`config.mk`:
```
export PLATFORM = sky130hd
export DESIGN_NAME = mux_16x1_rr
export DESIGN_NICKNAME = d
export VERILOG_FILES = /design/src/rtl/mux_16x1_rr.sv
export SDC_FILE = /design/constraint.sdc
export NUM_CORES = 1
export LEC_CHECK = 0
export ABC_CLOCK_PERIOD_IN_PS = 15770
export BUFFER_PORTS_ARGS = -buffer_cell sky130_fd_sc_hd__clkbuf_2
export CAP_MARGIN = 20
export CORE_ASPECT_RATIO = 1.5
export CORE_MARGIN = 4
export CORE_UTILIZATION = 40
export CTS_CLUSTER_SIZE = 14
export DETAILED_ROUTE_END_ITERATION = 7
export HOLD_SLACK_MARGIN = 0.1
export MAX_ROUTING_LAYER = met4
export SLEW_MARGIN = 20
export SYNTH_ARGS = -nofsm -noshare
export SYNTH_HDL_FRONTEND = slang
export SYNTH_SLANG_ARGS = --single-unit
export TNS_END_PERCENT = 50
```
`constraint.sdc`:
```
create_clock -name clk -period 15.77 [get_ports clk]
set_input_delay 1.577 -clock clk [delete_from_list [all_inputs] [get_ports clk]]
set_output_delay 1.577 -clock clk [all_outputs]
set_load 0.03 [all_outputs]
```
`src/rtl/mux_16x1_rr.sv`:
```
// 16-to-1 round-robin multiplexer with a registered valid/ready output stage.
// Each word is tagged with its source channel index on sel_out.
module mux_16x1_rr #(
  parameter int DATA_W = 1
) (
  input  logic                  clk,
  input  logic                  rst,
  input  logic [16*DATA_W-1:0]  data_in,
  input  logic [15:0]           valid_in,
  output logic [15:0]           ready_out,
  output logic [DATA_W-1:0]     data_out,
  output logic [3:0]            sel_out,
  output logic                  valid_out,
  input  logic                  ready_in
);

  logic              valid_q, valid_d;
  logic [DATA_W-1:0] data_q, data_d;
  logic [3:0]        sel_q, sel_d;
  logic [3:0]        lastGrant_q, lastGrant_d;

  logic              loadOk;
  logic              anyValid;
  logic              load;
  logic [3:0]        winner;
  logic [3:0]        scanIdx;

  // Scan starts one past the previous winner so every channel gets its turn.
  always_comb begin
    winner   = '0;
    anyValid = 1'b0;
    scanIdx  = '0;
    for (int k = 1; k <= 16; k++) begin
      scanIdx = lastGrant_q + 4'(k);
      if (!anyValid && valid_in[scanIdx]) begin
        winner   = scanIdx;
        anyValid = 1'b1;
      end
    end
  end

  assign loadOk    = !valid_q || ready_in;
  assign load      = !rst && loadOk && anyValid;
  assign ready_out = load ? (16'd1 << winner) : 16'd0;

  always_comb begin
    valid_d     = valid_q;
    data_d      = data_q;
    sel_d       = sel_q;
    lastGrant_d = lastGrant_q;
    if (load) begin
      valid_d     = 1'b1;
      data_d      = data_in[winner*DATA_W +: DATA_W];
      sel_d       = winner;
      lastGrant_d = winner;
    end else if (ready_in) begin
      valid_d = 1'b0;
    end
  end

  // Pointer resets to 15 so the first scan after reset begins at channel 0.
  always_ff @(posedge clk) begin
    if (rst) begin
      valid_q     <= 1'b0;
      data_q      <= '0;
      sel_q       <= '0;
      lastGrant_q <= 4'd15;
    end else begin
      valid_q     <= valid_d;
      data_q      <= data_d;
      sel_q       <= sel_d;
      lastGrant_q <= lastGrant_d;
    end
  end

  assign valid_out = valid_q;
  assign data_out  = data_q;
  assign sel_out   = sel_q;

endmodule
```
; ---- Word-level counts from Yosys, hierarchy flattened
; Cells that the tools add are included.
[word_totals]
regBits = 10
in_bits = 35
output_inout_bits = 22
wordCells = 140
[classes]
add_sub_neg = 15
order_cmp = 16
shift = 2
n_mux = 67
n_reduce_logical = 36
[op_table]
columns = operator, n
row1 = $lt A4 B5 Y1 const B, 16
row2 = $bmux W1 S4, 16
row3 = $mux W4, 16
row4 = $mux W1, 34
row5 = $add A4 B4 Y4 const B, 8
row6 = $logic_and A1 B1 Y1, 17
row7 = $logic_not A1 Y1, 17
row8 = $add A4 B3 Y4 const B, 4
row9 = $mux W16, 1
row10 = $shiftx A16 B5 Y1, 1
row11 = $shl A1 B4 Y16 const A, 1
row12 = $add A4 B2 Y4 const B, 2
row13 = $add A4 B1 Y4 const B, 1
row14 = $reduce_bool A2 Y1, 1
row15 = $logic_or A1 B1 Y1, 1

; ---- Logic depth before layout (Yosys ltp)
; Gate-level depths: netlist of run 1.
[logic_depth]
ltp_word = 51
ltp_mapped = 18
ltp_nobuf = 14

; ---- Worst setup path before layout of run 1
; OpenSTA, ideal clock, no wires.
[synth_timing]
path_kind = register to output
from = register lastGrant_q[1]
to = output port ready_out[0]
arrival_ps = 4903
t_required_ps = 14193
path_slack_ps = 9290
path_stages_with_launch = 18
n_path_buf = 4
path_cell_list = dfxtp_1 > buf_2 > clkbuf_1 > clkinv_1 > ha_1 > buf_4 > mux2_1 > mux2_2 > mux4_2 > nand2b_1 > a2111oi_0 > a31oi_1 > a211oi_1 > nor3_1 > o22a_1 > clkbuf_1 > or2_2 > nor2_1
[synth_via]
elab_chain_len = 51
word_cells_on_any_way = 112
classes_between = add/sub: 15 / shift: 1 / mux: 65 / reduce/logical: 31
[synth_rtl]
columns = item, line_no
row1 = start: declaration, 20  ; logic [3:0] lastGrant_q, lastGrant_d;
row2 = start signal: assignment, 72  ; lastGrant_q <= lastGrant_d;
row3 = $add A4 B1 Y4, 34  ; scanIdx = lastGrant_q + 4'(k);
row4 = $bmux W1 S4, 35  ; if (!anyValid && valid_in[scanIdx]) begin
row5 = $mux W1 (not written as such), 35
row6 = $mux W1, 35
row7 = $logic_not A1 Y1, 35
row8 = $logic_and A1 B1 Y1, 35
row9 = $mux W1, 35
row10 = $logic_not A1 Y1, 35
row11 = [... 35 more ...], -
row12 = $logic_not A1 Y1, 35
row13 = $logic_and A1 B1 Y1, 35
row14 = $mux W1, 35
row15 = $logic_not A1 Y1, 35
row16 = $logic_and A1 B1 Y1, 35
row17 = $mux W4 or $mux W1 (tied branches), 35
row18 = $shl A1 B4 Y16 or $logic_and A1 B1 Y1 (tied branches), "44, 43"
row19 = $mux W16 (*), 44  ; assign ready_out = load ? (16'd1 << winner) : 16'd0;
row20 = end: declaration, 10  ; output logic [15:0] ready_out,
; Mark *: on every way between the ends. The rest lies on a longest branch, timed or not. The select of a mux whose other input is x is not followed.

; ---- Worst setup path in the final report of run 1
[layout_timing]
from = register lastGrant_q[1]
to = output port ready_out[11]
; The elaborated chain is that of the path after synthesis.

==> results.toml, run 1 <==
[timing]
setup_violations = 0
skew_ns = 0.00143
period_needed_ns = 7.27
timing.final.ws_setup_ns = 8.50
setup_tns_ns = 0
tightestPinTransition_ns = 0.947
hold_viol = 0
post-route-period-util_pct = 46.1
slew_headroom_pct = 36.8
rsz0062_at_grt = "no"
maxSlewViolCount = 0
timing.fmax_ghz = 0.138

[routing]
vias_per_cell = 6.17
vias = 3126
post_drt_wl_per_cell_um = 20.1
drt-total-wl_um = 10200
drt_iter0_markers = 241
ant_nets = 0
first_pass_iters = 4
drc = 0

[yosys]
syn_area_um2 = 2960
syn_nets = 402
synth_top_cell_by_area = "mux4_2"
yosysUniqueCellTypes = 66
async_reset_ff_share_pct = 0
synthCells = 359
synth-seq-cells = 10
synth_enable_flop_cells = 0
synth.area.top_cells = "mux4_2 (20%), mux2i_1 (9.1%), mux2_2 (7.6%), dfxtp_1 (6.8%), nor2_1 (4.8%)"
syn_avg_cell_area_um2 = 8.26
synth-seq-area-share_pct = 6.75
yosysTopAreaCellShare_pct = 19.8
synth_top_flop_cell = "dfxtp_1"
ys_warn_count = 0

[floorplanning]
die_w_um = 78.3
coreArea_um2 = 7230
start_util_pct = 41.0
io_pins = 57
chipHeight_um = 113
dieArea_um2 = 8880
num_rows = 38

[clocking]
ctsHtreeMaxLevel = 1
clock_latency_ns = 0.23
cts.sink_count = 10
post-cts-setup-buffers = 0
cts_root_buf = "clkbuf_8"
cts_inserted_buffers = 3
clk_pin_slew_ns = 0.05
cts_tree = "done"
clock_path_buffers = 2
cts_resized = 0
holdBufCountCts = 0

[critical_path]
critical_path_class = "register to output pin"
reg2reg_slack_ns = 9.95
cp.arrival_ns = 5.69
crit_family = "multiplexers"
worst_path_largest_cell_delay_ns = 0.92
worstPathRequired_ns = 14.19
crit_chain = "buf_4 > clkinv_1 > ha_1 > mux2_2 > mux2_2 > mux4_2 > nor3_4 > and3_1 > o21ai_0 > o31ai_1 > o221ai_1 > a21boi_1 > nand3_1 > nor2_1 > clkbuf_2"
crit_buf_inv = 3
critical_path.slowest_cell = "ha_1"
cpMostUsedCell = "mux2_2"
cp-end-kind = "output pin"
crit_fanout = 31
critPathLaunchType = "register"

[cells_and_area]
nets = 451
layout_commonest_cell = "clkbuf_2"
drive_gt1_share_pct = 30.5
layout_common_cells = "clkbuf_2 (57), nor2_1 (38), nand2_1 (33)"
syn_to_final_growth_pct = 13.9
diodes = 0

[grt]
gr-total-overflow = 0
grt_max_degree = 32
grt_usage_pct = 23.5
grt_first_pass_wirelength_um = 16200
antenna_found_initial = 0
grt_pass1_vias = 3065

[job]
drv_cap = 0

[place]
globalplace.congestion = 0.993
dpl_worst_slack_ns = 8.50
io_buffers = 56
dpl.hpwl_um = 8120

[worst_hold_path]
hold_path_class = "register to register"

[run_status]
outcome = "finished, final reports clean"
-- routing by layer --
layer	vias to the layer above	part of all wire (%)	track usage, %
met3	36	4.7	1.03
met2	110	52	40.0
met4	0	5.4	12.5
met1	1501	38	28.0
met5	-	0	-
li1	1479	-	-
-- metrics by stage --
| step | util (%) | hold WS, ns | cells | area [µm²] |
|---|---|---|---|---|
| floorplan | - | 0.567 | 359 | 2960 |
| global placement | 45.8 | 0.432 | 501 | 3310 |
| detailed placement | 45.8 | 0.441 | 501 | 3310 |
| CTS | 46.5 | 0.451 | 505 | 3360 |
| global route | 46.7 | 0.480 | 507 | 3380 |
| finish | 46.7 | 0.446 | 507 | 3380 |
-- tightest hold or removal path, stage by stage, from the launching register on --
cell and delay (ns):
dfxtp_1 0.30, nand2_1 0.05, nand2_1 0.04
-- final timing paths --
| check | from | to | cells past startpoint |
|---|---|---|---|
| hold reg to reg | sel_out[3] | sel_out[3] | 2 |
| setup / recovery | lastGrant_q[1] | ready_out[11] | 15 |
| setup reg to reg | lastGrant_q[1] | data_out | 15 |
| hold / removal | sel_out[3] | sel_out[3] | 2 |
-- flip-flops by register name, summed over array words and instances, names as in the netlist --
register	count
data_out	1
lastGrant_q	4
sel_out	4
valid_out	1
-- logic make-up after synthesis --
group / synth area share (%)
adders and majority gates: 3.38
and+or+nand+nor: 25.5
DFF: 6.75
xor gates and xnor gates: 3.21
AOI/OAI and AO/OA: 18.4
muxes: 38.4
buffers and inverters: 4.47
-- cell usage after synthesis (3+ instances only) --
library cell	number
and3_1	3
buf_2	4
and2_1	4
xor2_1	5
buf_4	3
buf_1	4
a21oi_1	16
ha_1	8
mux2_2	20
nand4_1	4
clkbuf_1	6
mux2i_1	27
nand3b_1	4
mux2_1	5
or2_2	4
o21ai_0	17
nand2_1	33
nor2_1	38
o31ai_1	8
inv_1	8
nand2b_1	11
a31oi_1	5
nor3_1	9
dfxtp_1	10
xnor2_1	4
nor2b_1	4
a211o_1	3
nand3_1	16
mux4_2	26
-- final cells by class --
| cell class | count | area [µm²] |
|---|---|---|
| fillers | 784 | 3850 |
| well taps | 100 | 125 |
| multi-input cells | 320 | 2630 |
| repair buffers | 62 | 323 |
| inverters | 11 | 41.3 |
| clock buffers | 4 | 55.1 |
| flip-flops and latches | 10 | 200 |
Power of run 1 is not shown: default switching activity piles up to over one toggle a cycle in this logic, so the estimate is an artifact.
==> run 2: changes to the inputs <==
--- a/config.mk
+++ b/config.mk
@@ -5,7 +5,7 @@
 export SDC_FILE = /design/constraint.sdc
 export NUM_CORES = 1
 export LEC_CHECK = 0
-export ABC_CLOCK_PERIOD_IN_PS = 15770
+export ABC_CLOCK_PERIOD_IN_PS = 6130
 export BUFFER_PORTS_ARGS = -buffer_cell sky130_fd_sc_hd__clkbuf_2
 export CAP_MARGIN = 20
 export CORE_ASPECT_RATIO = 1.5
==> constraint.sdc (replaced) <==
create_clock -name clk -period 6.13 [get_ports clk]
set_input_delay 0.613 -clock clk [delete_from_list [all_inputs] [get_ports clk]]
set_output_delay 0.613 -clock clk [all_outputs]
set_load 0.03 [all_outputs]
==> results.toml, run 2 (same netlist as run 1, synthesis figures left out) <==
[routing]
vias = 3201
vias_per_cell = 6.30
drt_iter0_markers = 340
drt-total-wl_um = 9970
ant_nets = 0
first_pass_iters = 6
post_drt_wl_per_cell_um = 19.6
drc = 0

[cells_and_area]
drive_gt1_share_pct = 31.1
fin_area_um2 = 3390
final_util_pct = 46.9
layout_common_cells = "clkbuf_2 (56), nor2_1 (38), nand2_1 (33)"
syn_to_final_growth_pct = 14.4
diodes = 0
layout_commonest_cell = "clkbuf_2"
fillCellCount = 744
nets = 452

[timing]
timing.final.ws_setup_ns = 0.488
tightestPinTransition_ns = 0.764
setup_tns_ns = 0
period_needed_ns = 5.64
skew_ns = 0.00218
maxSlewViolCount = 0
rsz0062_at_grt = "no"
slew_headroom_pct = 47.8
setup_violations = 0
post-route-period-util_pct = 92.0
hold_viol = 0
timing.fmax_ghz = 0.177

[grt]
antenna_found_initial = 0
grt_usage_pct = 23.3
grt_max_degree = 31
gr-total-overflow = 0
grt_first_pass_wirelength_um = 16300
grt_pass1_vias = 3112

[job]
drv_cap = 0

[clocking]
clock_path_buffers = 2
cts_root_buf = "clkbuf_8"
ctsHtreeMaxLevel = 1
holdBufCountCts = 0
cts.sink_count = 10
clk_pin_slew_ns = 0.05
clock_latency_ns = 0.23
cts_inserted_buffers = 3
cts_tree = "done"

[floorplanning]
chipHeight_um = 113
num_rows = 38
coreArea_um2 = 7230
dieArea_um2 = 8880
die_w_um = 78.3
io_pins = 57
start_util_pct = 41.0

[place]
placed_area_um2 = 3330
io_buffers = 56
dpl.hpwl_um = 7950
dpl_worst_slack_ns = 0.730
globalplace.congestion = 0.987

[critical_path]
cp-end-kind = "output pin"
worstPathRequired_ns = 5.52
crit_fanout = 22
critPathLaunchType = "register"
critical_path_class = "register to output pin"
cp.arrival_ns = 5.03

[worst_hold_path]
hold_path_class = "register to register"

[run_status]
outcome = "finished, final reports clean"
[run 2: cell types whose count changed in the layout (fill, tap and decap cells not counted), sizes merged]
| cell | delta |
|---|---|
| clkbuf | -1 |
| buf | +2 |
[run 2: final timing paths]
| kind | from | slack (ns) | endpoint | cells past startpoint |
|---|---|---|---|---|
| setup / recovery | lastGrant_q[0] | 0.49 | ready_out[12] | 14 |
| hold / removal | sel_out[3] | 0.45 | sel_out[3] | 2 |
| setup reg to reg | lastGrant_q[0] | 1.15 | data_out | 14 |
| hold reg to reg | sel_out[3] | 0.45 | sel_out[3] | 2 |
[run 2: final cells by class]
type                    count  area, µm²  area share [%]
repair buffers             63        333            9.81
inverters                  11       41.3            1.22
multi-input cells         320       2640            77.8
clock buffers               4       55.1            1.62
flip-flops and latches     10        200            5.90
well taps                 100        125            3.69
[run 2: per-layer routing]
metal | up-vias | part of all wire, % | GRT usage, %
met5 | - | 0 | -
met2 | 132 | 52 | 40.5
met1 | 1539 | 38 | 27.8
met3 | 42 | 4.5 | 1.50
li1 | 1488 | - | -
met4 | 0 | 5.0 | 10.0
[run 2: timing repair]
item	4_1_cts	5_1_grt
endpoints found under the setup margin	0	2
buffers inserted	0	0
gates resized for setup	0	1
[run 2: stage by stage]
stage	hold slack [ns]	std cells
6_report	0.447	508
5_1_grt	0.480	508
4_1_cts	0.445	508
3_5_place_dp	0.432	504
3_3_place_gp	0.432	504
2_1_floorplan	0.567	359
[run 2: worst max-delay path, cell delays in order (launching register included)]
cell and delay (ns):
dfxtp_1 0.32, inv_1 0.16, ha_2 0.65, mux2_2 0.40, mux2_2 0.32, mux4_2 0.56
nand2b_1 0.23, a2111oi_0 0.69, a31oi_1 0.12, a211oi_1 0.26, nor3_1 0.09, o22a_1 0.31
or2_2 0.37, nor2_1 0.10, clkbuf_2 0.21
Power of run 2 is left out for the same reason.
==> run 3: changes to the inputs <==
--- a/config.mk
+++ b/config.mk
@@ -9,12 +9,12 @@
 export BUFFER_PORTS_ARGS = -buffer_cell sky130_fd_sc_hd__clkbuf_2
 export CAP_MARGIN = 20
 export CORE_ASPECT_RATIO = 1.5
-export CORE_MARGIN = 4
 export CORE_UTILIZATION = 40
 export CTS_CLUSTER_SIZE = 14
 export DETAILED_ROUTE_END_ITERATION = 7
 export HOLD_SLACK_MARGIN = 0.1
 export MAX_ROUTING_LAYER = met4
+export SKIP_CTS_REPAIR_TIMING = 1
 export SLEW_MARGIN = 20
 export SYNTH_ARGS = -nofsm -noshare
 export SYNTH_HDL_FRONTEND = slang
==> constraint.sdc (replaced) <==
create_clock -name clk -period 6.13 [get_ports clk]
set_input_delay 0.613 -clock clk [delete_from_list [all_inputs] [get_ports clk]]
set_output_delay 0.613 -clock clk [all_outputs]
set_load 0.1 [all_outputs]
==> results.toml, run 3 (same netlist as run 1, synthesis figures left out) <==
[critical_path]
critPathLaunchType = "register"
critical_path_class = "register to output pin"
reg2reg_to = "data_out"
cp-end-kind = "output pin"
worstPathRequired_ns = 5.52
cp.arrival_ns = 5.19
reg2reg_slack_ns = 1.01
rr_startpoint = "lastGrant_q[1]"
startpoint = "lastGrant_q[1]"
crit_path_end = "ready_out[10]"
crit_fanout = 13
r2r_cells = 15

[clocking]
cts_root_buf = "clkbuf_8"
ctsHtreeMaxLevel = 1
clk_pin_slew_ns = 0.05
cts.sink_count = 10
clock_path_buffers = 2
cts_inserted_buffers = 3
cts_tree = "done"
clock_latency_ns = 0.25

[cells_and_area]
final_util_pct = 50.8
diodes = 0
drive_gt1_share_pct = 31.7
nets = 454
layout.cells.non_filler = 510
layout_commonest_cell = "clkbuf_2"
syn_to_final_growth_pct = 23.1
layout_common_cells = "clkbuf_2 (40), nor2_1 (35), nand2_1 (33)"

[floorplanning]
start_util_pct = 41.3
chipHeight_um = 107
io_pins = 57
num_rows = 38
coreArea_um2 = 7180
dieArea_um2 = 7770
die_w_um = 72.3

[place]
globalplace.congestion = 0.986
dpl.hpwl_um = 8420
dpl_worst_slack_ns = 0.642
io_buffers = 56
dp_cells = 506

[routing]
first_pass_iters = 7
ant_nets = 0
vias_per_cell = 6.46
post_drt_wl_per_cell_um = 20.8
vias = 3297
drt-total-wl_um = 10600
drc = 0
drt_iter0_markers = 316

[timing]
hold_viol = 0
tightestPinTransition_ns = 0.904
period_needed_ns = 5.81
timing.fmax_ghz = 0.172
maxSlewViolCount = 0
skew_ns = 0.00552
timing.final.ws_setup_ns = 0.323
setup_violations = 0
post-route-period-util_pct = 94.7
slew_headroom_pct = 39.5
rsz0062_at_grt = "no"

[worst_hold_path]
holdPathStages = 2
hold_path_class = "register to register"

[grt]
grt_first_pass_wirelength_um = 17000
grt_pass1_vias = 3107
grt_max_degree = 31
antenna_found_initial = 0
grt_usage_pct = 29.3
gr-total-overflow = 0

[run_status]
outcome = "finished, final reports clean"

[job]
drv_cap = 0
==> run 3: worst min-delay path by stage <==
| stage | to | start | slack [ns] |
|---|---|---|---|
| floorplan | valid_out | ready_in | 0.84 |
| global placement | sel_out[2] | sel_out[2] | 0.44 |
| detailed placement | sel_out[2] | sel_out[2] | 0.44 |
| CTS | sel_out[2] | sel_out[2] | 0.45 |
| global route | sel_out[2] | sel_out[2] | 0.49 |
| finish | sel_out[3] | sel_out[3] | 0.45 |
==> run 3: routing by layer <==
| metal | vias up | routed length [µm] | global-route usage, % |
|---|---|---|---|
| li1 | 1488 | - | - |
| met5 | - | 0 | - |
| met2 | 164 | 5690 | 50.5 |
| met4 | 0 | 575 | 16.1 |
| met1 | 1598 | 3850 | 33.4 |
| met3 | 47 | 485 | 1.78 |
==> run 3: critical path, cell delays in order (launching register included) <==
cell and delay (ns):
dfxtp_1 0.33, clkinv_1 0.06, buf_4 0.18, ha_1 0.65, mux2_1 0.41, mux2_2 0.30
mux4_2 0.59, nor3_4 0.40, and3_1 0.35, o21ai_0 0.12, o31ai_1 0.10, o221ai_1 0.19
a21boi_1 0.46, nand3_1 0.33, nor2_1 0.27, buf_12 0.21
==> run 3: cell type report <==
cell class | instances | area [µm²]
repair buffers | 65 | 588
fillers | 697 | 3530
multi-input cells | 320 | 2640
well taps | 100 | 125
inverters | 11 | 41.3
flip-flops and latches | 10 | 200
clock buffers | 4 | 55.1
==> run 3: metrics by stage <==
step                      setup TNS, ns  hold WS [ns]  cell area, µm²
after global routing                  0         0.489            3650
after global placement                0         0.439            3590
final                                 0         0.453            3650
after CTS                             0         0.454            3650
after detailed placement              0         0.442            3590
after floorplan                   -2.31         0.841            2970
Power of run 3 is left out for the same reason.
